==> src/rtl/dist_writeback_unit_if.sv <==
// Core-side write request and SPI pins of the distribution write-back unit.
// master: core/bench side, slave: dist_writeback_unit.
interface dist_writeback_unit_if;
  logic         DUWrCtrl;
  logic [31:0]  rs1;
  logic [255:0] DU_data;
  logic         du_wr_stall;
  logic         du_wr_done;
  logic         spi_cs_n;
  logic         spi_sck;
  logic         spi_mosi;

  modport master (
    output DUWrCtrl, rs1, DU_data,
    input  du_wr_stall, du_wr_done, spi_cs_n, spi_sck, spi_mosi
  );

  modport slave (
    input  DUWrCtrl, rs1, DU_data,
    output du_wr_stall, du_wr_done, spi_cs_n, spi_sck, spi_mosi
  );
endinterface

==> src/rtl/dist_writeback_unit.sv <==
// Serialises {CMD_WRITE, rs1[23:0], DU_data} into one SPI mode-0 write frame while stalling the core.
// Defining DU_WR_CRC_EN appends a serial CRC-8 (poly 0x07) byte to the frame.
module dist_writeback_unit #(
  parameter int         CLK_DIV   = 4,
  parameter logic [7:0] CMD_WRITE = 8'h02
) (
  input  logic                 clk,
  input  logic                 rst_n,
  dist_writeback_unit_if.slave bus
);

`ifdef DU_WR_CRC_EN
  localparam int FRAME_W = 296;
`else
  localparam int FRAME_W = 288;
`endif
  localparam logic [7:0] DIV_LAST = 8'(CLK_DIV - 1);
  localparam logic [8:0] BIT_LAST = 9'(FRAME_W - 1);

  typedef enum logic [1:0] {
    ST_IDLE  = 2'd0,
    ST_SHIFT = 2'd1,
    ST_HOLD  = 2'd2,
    ST_DONE  = 2'd3
  } state_t;

  state_t               state_r, state_s;
  logic [FRAME_W-1:0]   shift_r, shift_s;
  logic [7:0]           div_cnt_r, div_cnt_s;
  logic [8:0]           bit_cnt_r, bit_cnt_s;
  logic                 sck_r, sck_s;
  logic                 cs_n_r, cs_n_s;
  logic                 mosi_r, mosi_s;
  logic                 stall_r, stall_s;
  logic                 done_r, done_s;
  logic                 div_term_s;

`ifdef DU_WR_CRC_EN
  localparam logic [8:0] PAY_LAST = 9'd287;

  logic [7:0] crc_r, crc_s;

  function automatic logic [7:0] crc8_step(input logic [7:0] crc, input logic din);
    logic fb;
    fb = crc[7] ^ din;
    return {crc[6:0], 1'b0} ^ (fb ? 8'h07 : 8'h00);
  endfunction
`endif

  assign div_term_s = (div_cnt_r == DIV_LAST);

  // Next-state and next-output logic of the frame sequencer.
  always_comb begin
    state_s   = state_r;
    shift_s   = shift_r;
    div_cnt_s = div_cnt_r;
    bit_cnt_s = bit_cnt_r;
    sck_s     = sck_r;
    cs_n_s    = cs_n_r;
    mosi_s    = mosi_r;
    stall_s   = stall_r;
    done_s    = 1'b0;
`ifdef DU_WR_CRC_EN
    crc_s     = crc_r;
`endif
    case (state_r)
      ST_IDLE: begin
        if (bus.DUWrCtrl) begin
          state_s   = ST_SHIFT;
`ifdef DU_WR_CRC_EN
          shift_s   = {CMD_WRITE, bus.rs1[23:0], bus.DU_data, 8'h00};
          crc_s     = 8'h00;
`else
          shift_s   = {CMD_WRITE, bus.rs1[23:0], bus.DU_data};
`endif
          div_cnt_s = 8'd0;
          bit_cnt_s = 9'd0;
          sck_s     = 1'b0;
          cs_n_s    = 1'b0;
          mosi_s    = CMD_WRITE[7];
          stall_s   = 1'b1;
        end else begin
          cs_n_s  = 1'b1;
          sck_s   = 1'b0;
          mosi_s  = 1'b0;
          stall_s = 1'b0;
        end
      end
      ST_SHIFT: begin
        if (div_term_s) begin
          div_cnt_s = 8'd0;
          if (!sck_r) begin
            sck_s = 1'b1;
          end else begin
            // Falling SCK: advance to the next bit so MOSI is settled long before the next rise.
            sck_s     = 1'b0;
            bit_cnt_s = bit_cnt_r + 9'd1;
`ifdef DU_WR_CRC_EN
            if (bit_cnt_r <= PAY_LAST) begin
              crc_s = crc8_step(crc_r, shift_r[FRAME_W-1]);
            end else begin
              crc_s = crc_r;
            end
            if (bit_cnt_r == PAY_LAST) begin
              shift_s = {crc_s, {(FRAME_W-8){1'b0}}};
            end else begin
              shift_s = {shift_r[FRAME_W-2:0], 1'b0};
            end
`else
            shift_s = {shift_r[FRAME_W-2:0], 1'b0};
`endif
            mosi_s = shift_s[FRAME_W-1];
            if (bit_cnt_r == BIT_LAST) begin
              state_s = ST_HOLD;
            end else begin
              state_s = ST_SHIFT;
            end
          end
        end else begin
          div_cnt_s = div_cnt_r + 8'd1;
        end
      end
      ST_HOLD: begin
        if (div_term_s) begin
          div_cnt_s = 8'd0;
          state_s   = ST_DONE;
          cs_n_s    = 1'b1;
          mosi_s    = 1'b0;
          stall_s   = 1'b0;
          done_s    = 1'b1;
        end else begin
          div_cnt_s = div_cnt_r + 8'd1;
        end
      end
      ST_DONE: begin
        state_s   = ST_IDLE;
        bit_cnt_s = 9'd0;
      end
      default: begin
        state_s   = ST_IDLE;
        div_cnt_s = 8'd0;
        bit_cnt_s = 9'd0;
        sck_s     = 1'b0;
        cs_n_s    = 1'b1;
        mosi_s    = 1'b0;
        stall_s   = 1'b0;
      end
    endcase
  end

  // State, datapath and output registers; reset abandons any frame in flight.
  always_ff @(posedge clk or negedge rst_n) begin
    if (!rst_n) begin
      state_r   <= ST_IDLE;
      shift_r   <= '0;
      div_cnt_r <= 8'd0;
      bit_cnt_r <= 9'd0;
      sck_r     <= 1'b0;
      cs_n_r    <= 1'b1;
      mosi_r    <= 1'b0;
      stall_r   <= 1'b0;
      done_r    <= 1'b0;
`ifdef DU_WR_CRC_EN
      crc_r     <= 8'h00;
`endif
    end else begin
      state_r   <= state_s;
      shift_r   <= shift_s;
      div_cnt_r <= div_cnt_s;
      bit_cnt_r <= bit_cnt_s;
      sck_r     <= sck_s;
      cs_n_r    <= cs_n_s;
      mosi_r    <= mosi_s;
      stall_r   <= stall_s;
      done_r    <= done_s;
`ifdef DU_WR_CRC_EN
      crc_r     <= crc_s;
`endif
    end
  end

  assign bus.du_wr_stall = stall_r;
  assign bus.du_wr_done  = done_r;
  assign bus.spi_cs_n    = cs_n_r;
  assign bus.spi_sck     = sck_r;
  assign bus.spi_mosi    = mosi_r;

endmodule

==> src/flat_wrapper.sv <==
// flat-port wrapper written by rule: the top's interface ports become plain ports
module dist_writeback_unit_flat 
#(
  parameter int         CLK_DIV   = 4,
  parameter logic [7:0] CMD_WRITE = 8'h02
)
  (clk, rst_n, bus_DUWrCtrl, bus_rs1, bus_DU_data, bus_du_wr_stall, bus_du_wr_done, bus_spi_cs_n, bus_spi_sck, bus_spi_mosi);
  dist_writeback_unit_if bus_i ();
  input  logic clk;
  input  logic rst_n;
  input wire logic [$bits(bus_i.DUWrCtrl)-1:0] bus_DUWrCtrl;
  input wire logic [$bits(bus_i.rs1)-1:0] bus_rs1;
  input wire logic [$bits(bus_i.DU_data)-1:0] bus_DU_data;
  output wire logic [$bits(bus_i.du_wr_stall)-1:0] bus_du_wr_stall;
  output wire logic [$bits(bus_i.du_wr_done)-1:0] bus_du_wr_done;
  output wire logic [$bits(bus_i.spi_cs_n)-1:0] bus_spi_cs_n;
  output wire logic [$bits(bus_i.spi_sck)-1:0] bus_spi_sck;
  output wire logic [$bits(bus_i.spi_mosi)-1:0] bus_spi_mosi;
  assign bus_i.DUWrCtrl = bus_DUWrCtrl;
  assign bus_i.rs1 = bus_rs1;
  assign bus_i.DU_data = bus_DU_data;
  assign bus_du_wr_stall = bus_i.du_wr_stall;
  assign bus_du_wr_done = bus_i.du_wr_done;
  assign bus_spi_cs_n = bus_i.spi_cs_n;
  assign bus_spi_sck = bus_i.spi_sck;
  assign bus_spi_mosi = bus_i.spi_mosi;
  dist_writeback_unit #(.CLK_DIV(CLK_DIV), .CMD_WRITE(CMD_WRITE)) u_core (.clk(clk), .rst_n(rst_n), .bus(bus_i));
endmodule
==> config.mk <==
export PLATFORM = sky130hd
export DESIGN_NAME = dist_writeback_unit_flat
export DESIGN_NICKNAME = d
export VERILOG_FILES = /design/src/rtl/dist_writeback_unit_if.sv /design/src/rtl/dist_writeback_unit.sv /design/src/flat_wrapper.sv
export SDC_FILE = /design/constraint.sdc
export NUM_CORES = 1
export LEC_CHECK = 0
export CORE_MARGIN = 2
export CORE_UTILIZATION = 30
export DETAILED_ROUTE_END_ITERATION = 7
export GPL_ROUTABILITY_DRIVEN = 0
export SKIP_LAST_GASP = 1
export SLEW_MARGIN = 10
export SYNTH_ARGS = -nofsm -noshare
export SYNTH_HDL_FRONTEND = slang
export SYNTH_SLANG_ARGS = --single-unit
export TNS_END_PERCENT = 100
==> constraint.sdc <==
create_clock -name clk -period 2.73 [get_ports clk]
set_input_delay 0.273 -clock clk [delete_from_list [all_inputs] [get_ports clk]]
set_output_delay 0.273 -clock clk [all_outputs]
set_load 0.02 [all_outputs]
After elaboration in Yosys (flattened, before gate mapping)
Cells that the tools add are included.
W data, S select, Z words.
Storage, ports and cells
  input bits: 291
  word-level logic and storage cells: 65
  memory bits (read-only): 0
  memory bits (writable): 0
  register bits after elaboration: 311
  bits in latches: 0
  memories: 0
Cells by class
  equality and inequality tests: 9
  multiply operators: 0
  bitwise logic cells: 0
  muxes and demuxes: 31
  reduce and logical (&&, ||, !) cells: 14
  div/mod/pow operators: 0
  magnitude comparators: 0
  $add $sub $neg: 2
  shift operators: 0
Operators with widths (number)
  $mux W287: 3
  $pmux W287 S2: 1
  $mux W9: 3
  $pmux W9 S3: 1
  $mux W8: 2
  $pmux W8 S2: 1
  $reduce_and A4 Y1: 4
  $mux W1: 10
  $mux W2: 5
  $add A9 B1 Y9 const B: 1
  $eq A9 B9 Y1 const B: 1
  $add A8 B1 Y8 const B: 1
  $eq A8 B2 Y1 const B: 1
  $pmux W2 S4: 1
  $ne A2 B1 Y1 const B: 3
  $pmux W1 S2: 3
  $reduce_and A2 Y1: 3
  $reduce_bool A2 Y1: 3
  $reduce_bool A3 Y1: 2
  $eq A2 B2 Y1 const B: 2
  $pmux W1 S3: 1
  $eq A2 B1 Y1 const B: 1
  $logic_not A2 Y1: 1
  $ne A2 B2 Y1 const B: 1
  $reduce_or A2 Y1: 1

Logic depth before layout (Yosys ltp)
Gate-level depths: netlist of the first run.
  depth in word-level cells: 5
  gate-level depth with buffers: 10

Least setup slack after synthesis of the first run
No wires, ideal clock.
  kind: flip-flop to flip-flop
  from: register u_core.state_r[0]
  to: register u_core.shift_r[227]
  cell stages (with the launch flop): 10
  arrival: 1.866 ns
  buffers on the path: 4
  slack: 0.787 ns
  clock period less this slack: 1.943 ns
  path through: dfrtp_1 -> inv_1 -> ha_1 -> buf_2 -> nor2b_1 -> buf_2 -> clkbuf_1 -> clkbuf_1 -> o21ai_0 -> o21ai_1
On the way
  longest elaborated chain between the ends: 3
RTL lines
  from (decl): line dist_writeback_unit.sv:27  | state_t state_r, state_s;
  from (signal assigned): line dist_writeback_unit.sv:167  | state_r <= state_s;
  $eq A2 B1 Y1 or $logic_not A2 Y1 (tied branches): line dist_writeback_unit.sv:66  | case (state_r)
  $ne A2 B1 Y1 (no line), or another cell as far along
  $reduce_and A4 Y1 (no line)
  to (signal assigned): line dist_writeback_unit.sv:168  | shift_r <= shift_s;
  to (decl): line dist_writeback_unit.sv:28  | logic [FRAME_W-1:0] shift_r, shift_s;
Several ways; a longest one is shown, not always the timed one.
A chain may end at the register's enable or synchronous reset.

Worst setup path after layout of the first run
  from: register u_core.div_cnt_r[0]
  to: register u_core.shift_r[157]
On the way
  longest elaborated chain between the ends: 3
RTL lines
  from (decl): line dist_writeback_unit.sv:29  | logic [7:0] div_cnt_r, div_cnt_s;
  from (signal assigned): line dist_writeback_unit.sv:169  | div_cnt_r <= div_cnt_s;
  $eq A8 B2 Y1: line dist_writeback_unit.sv:50  | assign div_term_s = (div_cnt_r == DIV_LAST);
  $ne A2 B1 Y1 (no line)
  $reduce_and A4 Y1 (no line)
Every way passes these cells.

==> results of run 1 <==
kinds of logic after synthesis:
group                      share of synthesized area [%]
adders and majority gates                         0.4945
AOI/OAI and AO/OA                                  21.42
buffers and inverters                              4.880
and+or+nand+nor                                    3.050
DFF                                                51.28
xor gates and xnor gates                          0.3462
muxes                                              18.53
sequential cells by signal, summed over array words and instances (netlist names), named ones only:
name	count
u_core.bus.du_wr_stall	1
u_core.shift_r	287
u_core.bus.spi_mosi	1
u_core.bus.du_wr_done	1
u_core.div_cnt_r	8
u_core.bus.spi_cs_n	1
u_core.state_r	1
u_core.bus.spi_sck	1
u_core.bit_cnt_r	9
worst reg2reg max path, cell delays in order (launching register included):
cell,delay (ns)
dfrtp_1,0.41
ha_1,0.29
and4bb_1,0.41
a31oi_4,0.34
or2_4,0.20
buf_12,0.38
o21ai_1,0.36
cell usage in the layout, fill, tap and decap left out, types with 3 or more instances in the layout:
cell type          n
clkinv_2           6
o221ai_1           3
a2bb2oi_1          6
inv_1              7
and3_1             6
o211ai_1           6
buf_4             14
o21ai_1          210
nor2b_1            4
nand3_1           15
xnor2_1            5
a21oi_1            9
o31ai_1            4
clkbuf_16         39
dfrtp_1          310
o21ai_0          356
nand2_1           23
clkbuf_8           6
clkbuf_1           9
buf_12            12
nand4_1            6
bufinv_16          3
a31oi_1            3
diode_2            6
ha_1               5
nor2_1            16
clkdlybuf4s50_1  286
mux2i_1          281
how the worst max path moves through the flow:
stage | cells after the start | endpoint | startpoint
after floorplan | 9 | u_core.shift_r[227] | u_core.state_r[0]
after global placement | 6 | u_core.shift_r[156] | u_core.div_cnt_r[0]
after detailed placement | 6 | u_core.shift_r[171] | u_core.div_cnt_r[0]
after CTS | 6 | u_core.shift_r[157] | u_core.div_cnt_r[0]
after global routing | 6 | u_core.shift_r[162] | u_core.div_cnt_r[0]
final | 6 | u_core.shift_r[157] | u_core.div_cnt_r[0]
power groups by stage:
stage | logic (mW) | clock network, mW | registers [mW]
2_1_floorplan | 6.76 | 0 | 7.52
3_3_place_gp | 8.39 | 0 | 7.74
3_5_place_dp | 8.63 | 0 | 7.83
4_1_cts | 8.64 | 5.30 | 7.78
5_1_grt | 9.64 | 5.46 | 8.04
6_report | 8.53 | 5.12 | 7.78
layer usage:
layer	share of wire, %	global-route usage (%)	vias to the layer above
li1	-	-	5767
met1	46	21.66	6045
met2	47	24.50	315
met3	4.9	3.219	56
met4	2.3	5.032	4
met5	0.063	0	-
area by class of cell:
class,count,share of cell area [%]
Multi-Input combinational cell,1000,33.71
Clock buffer,54,5.502
Sequential cell,311,39.21
Inverter,7,0.1324
Clock inverter,13,0.8508
Tap cell,672,4.235
Timing Repair Buffer,314,16.29
Antenna cell,6,0.07563
what timing repair did:
item / CTS / global route
hold buffers: 1 / 0
resized for setup: 0 / 0
endpoints found under the hold margin: 74 / 0
setup buffers: 0 / 0
==> flow_summary.yaml, run 1 <==
place:
  hpwlAfterDp_um: 25310
  dpl_cell_area_mm2: 0.01857
  dp_slack_ns: 0.2398
  dpl.cell_count: 2303
  port_buffers: 287
synth:
  synth_seq_area_share_pct: 51.28
  async_flop_share_pct: 100.0
  synth_commonest_cells: "o21ai_0 (356), dfrtp_1 (310), mux2i_1 (281), o21ai_1 (210), clkbuf_1 (99)"
  synth_cells: 1456
  syn_area_mm2: 0.01518
  synth_top_area_share_pct: 51.10
  yosysMostFrequentCell: "o21ai_0"
  ys_ff_latch: 311
  yosys.area.top_type: "dfrtp_1"
  postSynthNetCount: 1753
  synth_warnings: 0
  synth_edf_count: 0
  synth-main-ff-cell: "dfrtp_1"
  avgSynthCellArea_um2: 10.43
  synthTopCellsByArea: "dfrtp_1 (51%), mux2i_1 (19%), o21ai_0 (12%)"
  ys_types: 55
sta:
  finClkSkew_ns: 0.02419
  min_period_over_period_pct: 93.60
  max_clock_freq_mhz: 391.4
  rsz0062_at_grt: "false"
  holdWs_ns: 0.3112
  setup_tns_ns: 0
  max_slew_margin_pct: 50.19
  worst_slew_pin_slew_ns: 0.7471
  setup_viol: 0
  fin_ws_ns: 0.1748
  maxSlewViolCount: 0
  min_period_ns: 2.555
  finalHoldViolations: 0
layout:
  fin_cells: 2377
  fillCellCount: 4971
  regArea_mm2: 0.007784
  area_growth_pct: 30.79
  nets: 1969
  multi_input_area_mm2: 0.006693
  drive_gt1_share_pct: 5.474
  stdcell_area_mm2: 0.01985
  post-route-util_pct: 39.65
critical_path:
  critical-path-max-stage-delay_ns: 0.41
  critPathRequiredTime_ns: 3.12
  critPathCaptureType: "register"
  crit_type: "register to register"
  r2r-end: "u_core.shift_r[157]"
  crit_family: "simple AND/OR/NAND/NOR gates"
  arrival_ns: 2.95
  worstReg2RegStart: "u_core.div_cnt_r[0]"
  path_cells: "ha_1 -> and4bb_1 -> a31oi_4 -> or2_4 -> buf_12 -> o21ai_1"
  crit_fanout: 137
  reg2reg_depth: 6
  r2r_slack_ns: 0.17
  worst_path_max_delay_cell: "dfrtp_1"
  startpoint_type: "register"
  cp_num_buf_inv: 1
global_routing:
  grt_max_degree: 160
  first_global_vias: 12540
  antenna_found_initial: 8
  grt_pass1_wl_um: 68000
  grt_overflow: 0
  track_usage_pct: 15.65
routing:
  wl_um: 41140
  post_drt_wl_per_cell_um: 17.31
  vias: 12190
  drt_pass1_iterations: 5
  ant_nets: 0
  initialDrtViolationCount: 931
  viasPerCell: 5.127
  drc: 0
power:
  ir_worst_vdd_v: 0.0007617
  p_sw_mw: 8.040
  p_comb_share_pct: 39.8
  power_density_mw_per_mm2: 1080
  internal-power_mw: 13.39
  power_leakage_nw: 8.284
  pwr-share-clk_pct: 23.9
  pwr-share-seq_pct: 36.3
  power.total_mw: 21.43
  switching_share_pct: 37.51
die:
  io_pins: 296
  fp.dieH_um: 228.9
  start_util_pct: 30.32
  die-area_mm2: 0.05241
  fp.coreArea_mm2: 0.05007
  core.rowCount: 82
  chipWidth_um: 228.9
clock_network:
  root_buffer: "clkbuf_16"
  cts_tree: "yes"
  max-clock-path-buffers: 3
  h-tree-depth: 2
  clk_pin_slew_worst_paths_ns: 0.06
  insertion_delay_ns: 0.56
  clkSinkCount: 311
  cts_made_buffers: 38
status:
  run_status: "complete, no violations"
flow_run:
  cap_violations: 0
worst_hold_path:
  hold_path.class: "input pin to async pin"
Note: power is estimated with default switching activity, not from simulation.
==> inputs of run 2 (changes only) <==
CORE_MARGIN = unset   (was 2)
CTS_CLUSTER_DIAMETER = 100   (was unset)
==> run 2 against run 1 <==
Routed wire length increased by 0.61%. Count of clock-buffer cells in the layout increased by 1. Flip-flop and latch count unchanged. Critical path type unchanged. Largest cell class unchanged. Largest power group unchanged.
==> flow_summary.yaml, run 2 (synthesis gave the netlist of run 1 again) <==
status:
  run_status: "complete, no violations"
power:
  internal-power_mw: 13.49
  power_leakage_nw: 8.337
  ir_worst_vdd_v: 0.0004751
  switching_share_pct: 37.59
  power_density_mw_per_mm2: 1084
  pwr-share-clk_pct: 24.0
  pwr-share-seq_pct: 35.9
  p_sw_mw: 8.127
  p_comb_share_pct: 40.1
routing:
  drc: 0
  initialDrtViolationCount: 812
  vias: 12200
  wl_um: 41390
  viasPerCell: 5.114
  ant_nets: 0
  post_drt_wl_per_cell_um: 17.36
  drt_pass1_iterations: 5
layout:
  top_register: "u_core.shift_r"
  drive_gt1_share_pct: 6.089
  final_common_cell: "o21ai_0"
  layout_common_cells: "o21ai_0 (356), dfrtp_1 (310), clkdlybuf4s50_1 (286)"
  nets: 1976
  stdcell_area_mm2: 0.01995
  area_growth_pct: 31.40
  largest_reg_flops: 287
  top_regs: "u_core.shift_r: 287 flops, u_core.bit_cnt_r: 9 flops, u_core.div_cnt_r: 8 flops"
place:
  dpl_cell_area_mm2: 0.01864
  hpwlAfterDp_um: 26000
  port_buffers: 287
critical_path:
  arrival_ns: 2.85
  critPathCaptureType: "register"
  critPathRequiredTime_ns: 3.14
  crit_type: "register to register"
  critical-path-max-stage-delay_ns: 0.49
  startpoint_type: "register"
  crit_fanout: 42
  worst_path_max_delay_cell: "ha_1"
  path_cells: "inv_1 -> ha_1 -> nor2b_4 -> or2_4 -> buf_4 -> o21ai_0"
global_routing:
  track_usage_pct: 15.91
  grt_pass1_wl_um: 66190
  grt_max_degree: 148
  antenna_found_initial: 4
  grt_overflow: 0
  first_global_vias: 12260
sta:
  max_slew_margin_pct: 47.96
  maxSlewViolCount: 0
  max_clock_freq_mhz: 410.7
  setup_tns_ns: 0
  min_period_ns: 2.435
  setup_viol: 0
  finClkSkew_ns: 0.02122
  finalHoldViolations: 0
  min_period_over_period_pct: 89.18
  rsz0062_at_grt: "false"
  worst_slew_pin_slew_ns: 0.7806
die:
  fp.dieH_um: 226.9
  io_pins: 296
  start_util_pct: 30.32
  fp.coreArea_mm2: 0.05007
  core.rowCount: 82
  die-area_mm2: 0.05150
  chipWidth_um: 226.9
clock_network:
  root_buffer: "clkbuf_16"
  cts_made_buffers: 39
  clkSinkCount: 311
  insertion_delay_ns: 0.55
  h-tree-depth: 2
  cts.repair.resized: 0
  max-clock-path-buffers: 3
  cts_tree: "yes"
  clk_pin_slew_worst_paths_ns: 0.06
worst_hold_path:
  hold_path.class: "input pin to async pin"
flow_run:
  cap_violations: 0
[run 2: power by group through the flow]
| stage | logic (mW) | registers (mW) | clock network [mW] |
|---|---|---|---|
| floorplan | 6.76 | 7.52 | 0 |
| global placement | 8.54 | 7.74 | 0 |
| detailed placement | 8.79 | 7.82 | 0 |
| CTS | 8.80 | 7.76 | 5.35 |
| global route | 9.76 | 8.01 | 5.53 |
| finish | 8.67 | 7.77 | 5.18 |
[run 2: repair_timing]
action	4_1_cts	5_1_grt
setup buffers	0	0
hold endpoints to repair	77	0
hold buffers	1	0
[run 2: final timing paths]
| path | start | endpoint | slack [ns] | cells after the start |
|---|---|---|---|---|
| min in group clk | bus_rs1[10] | u_core.shift_r[266] | 0.34 | 3 |
| min | rst_n | u_core.shift_r[253] | 0.32 | 2 |
| max in group asynchronous | rst_n | u_core.shift_r[209] | 1.57 | 3 |
| min reg2reg | u_core.shift_r[276] | u_core.shift_r[276] | 0.50 | 2 |
| max | u_core.state_r[0] | u_core.shift_r[243] | 0.30 | 6 |
| max reg2reg | u_core.state_r[0] | u_core.shift_r[243] | 0.30 | 6 |
[run 2: stage by stage]
step                power, mW  utilization (%)  instances  hold slack (ns)  worst slack (ns)
floorplan               14.28                -       1456         -0.02259            0.7874
global placement        16.27            37.22       2309           0.3308            0.3577
detailed placement      16.61            37.22       2309           0.3356            0.2910
CTS                     21.91            39.81       2380           0.3055            0.2786
global route            23.30            39.82       2382           0.3302            0.1030
finish                  21.62            39.84       2385           0.3152            0.2953
[run 2: layer usage]
layer	vias to the layer above	GRT usage (%)	share of wire [%]
li1	5771	-	-
met1	6053	22.02	46
met2	307	24.69	47
met4	4	5.088	2.1
met5	-	0	0.060
met3	61	3.459	5.5
[run 2: layout make-up]
cell class | count | area [um^2]
Timing Repair Buffer | 320 | 3303
Inverter | 7 | 26.28
Clock buffer | 55 | 1137
Fill cell | 4906 | 30120
Antenna cell | 5 | 12.51
Clock inverter | 15 | 148.9
Multi-Input combinational cell | 1000 | 6693
Sequential cell | 311 | 7784
Tap cell | 672 | 840.8
[run 2: worst max-delay path, delay by kind of cell, from the launching register on]
| kind | cells | cell delay (ns) |
|---|---|---|
| flip-flops | 1 | 0.45 |
| adder cells (fa/ha/maj) | 1 | 0.49 |
| AO/OA/AOI/OAI | 1 | 0.19 |
| buffers and inverters | 2 | 0.55 |
| AND/OR/NAND/NOR | 2 | 0.59 |
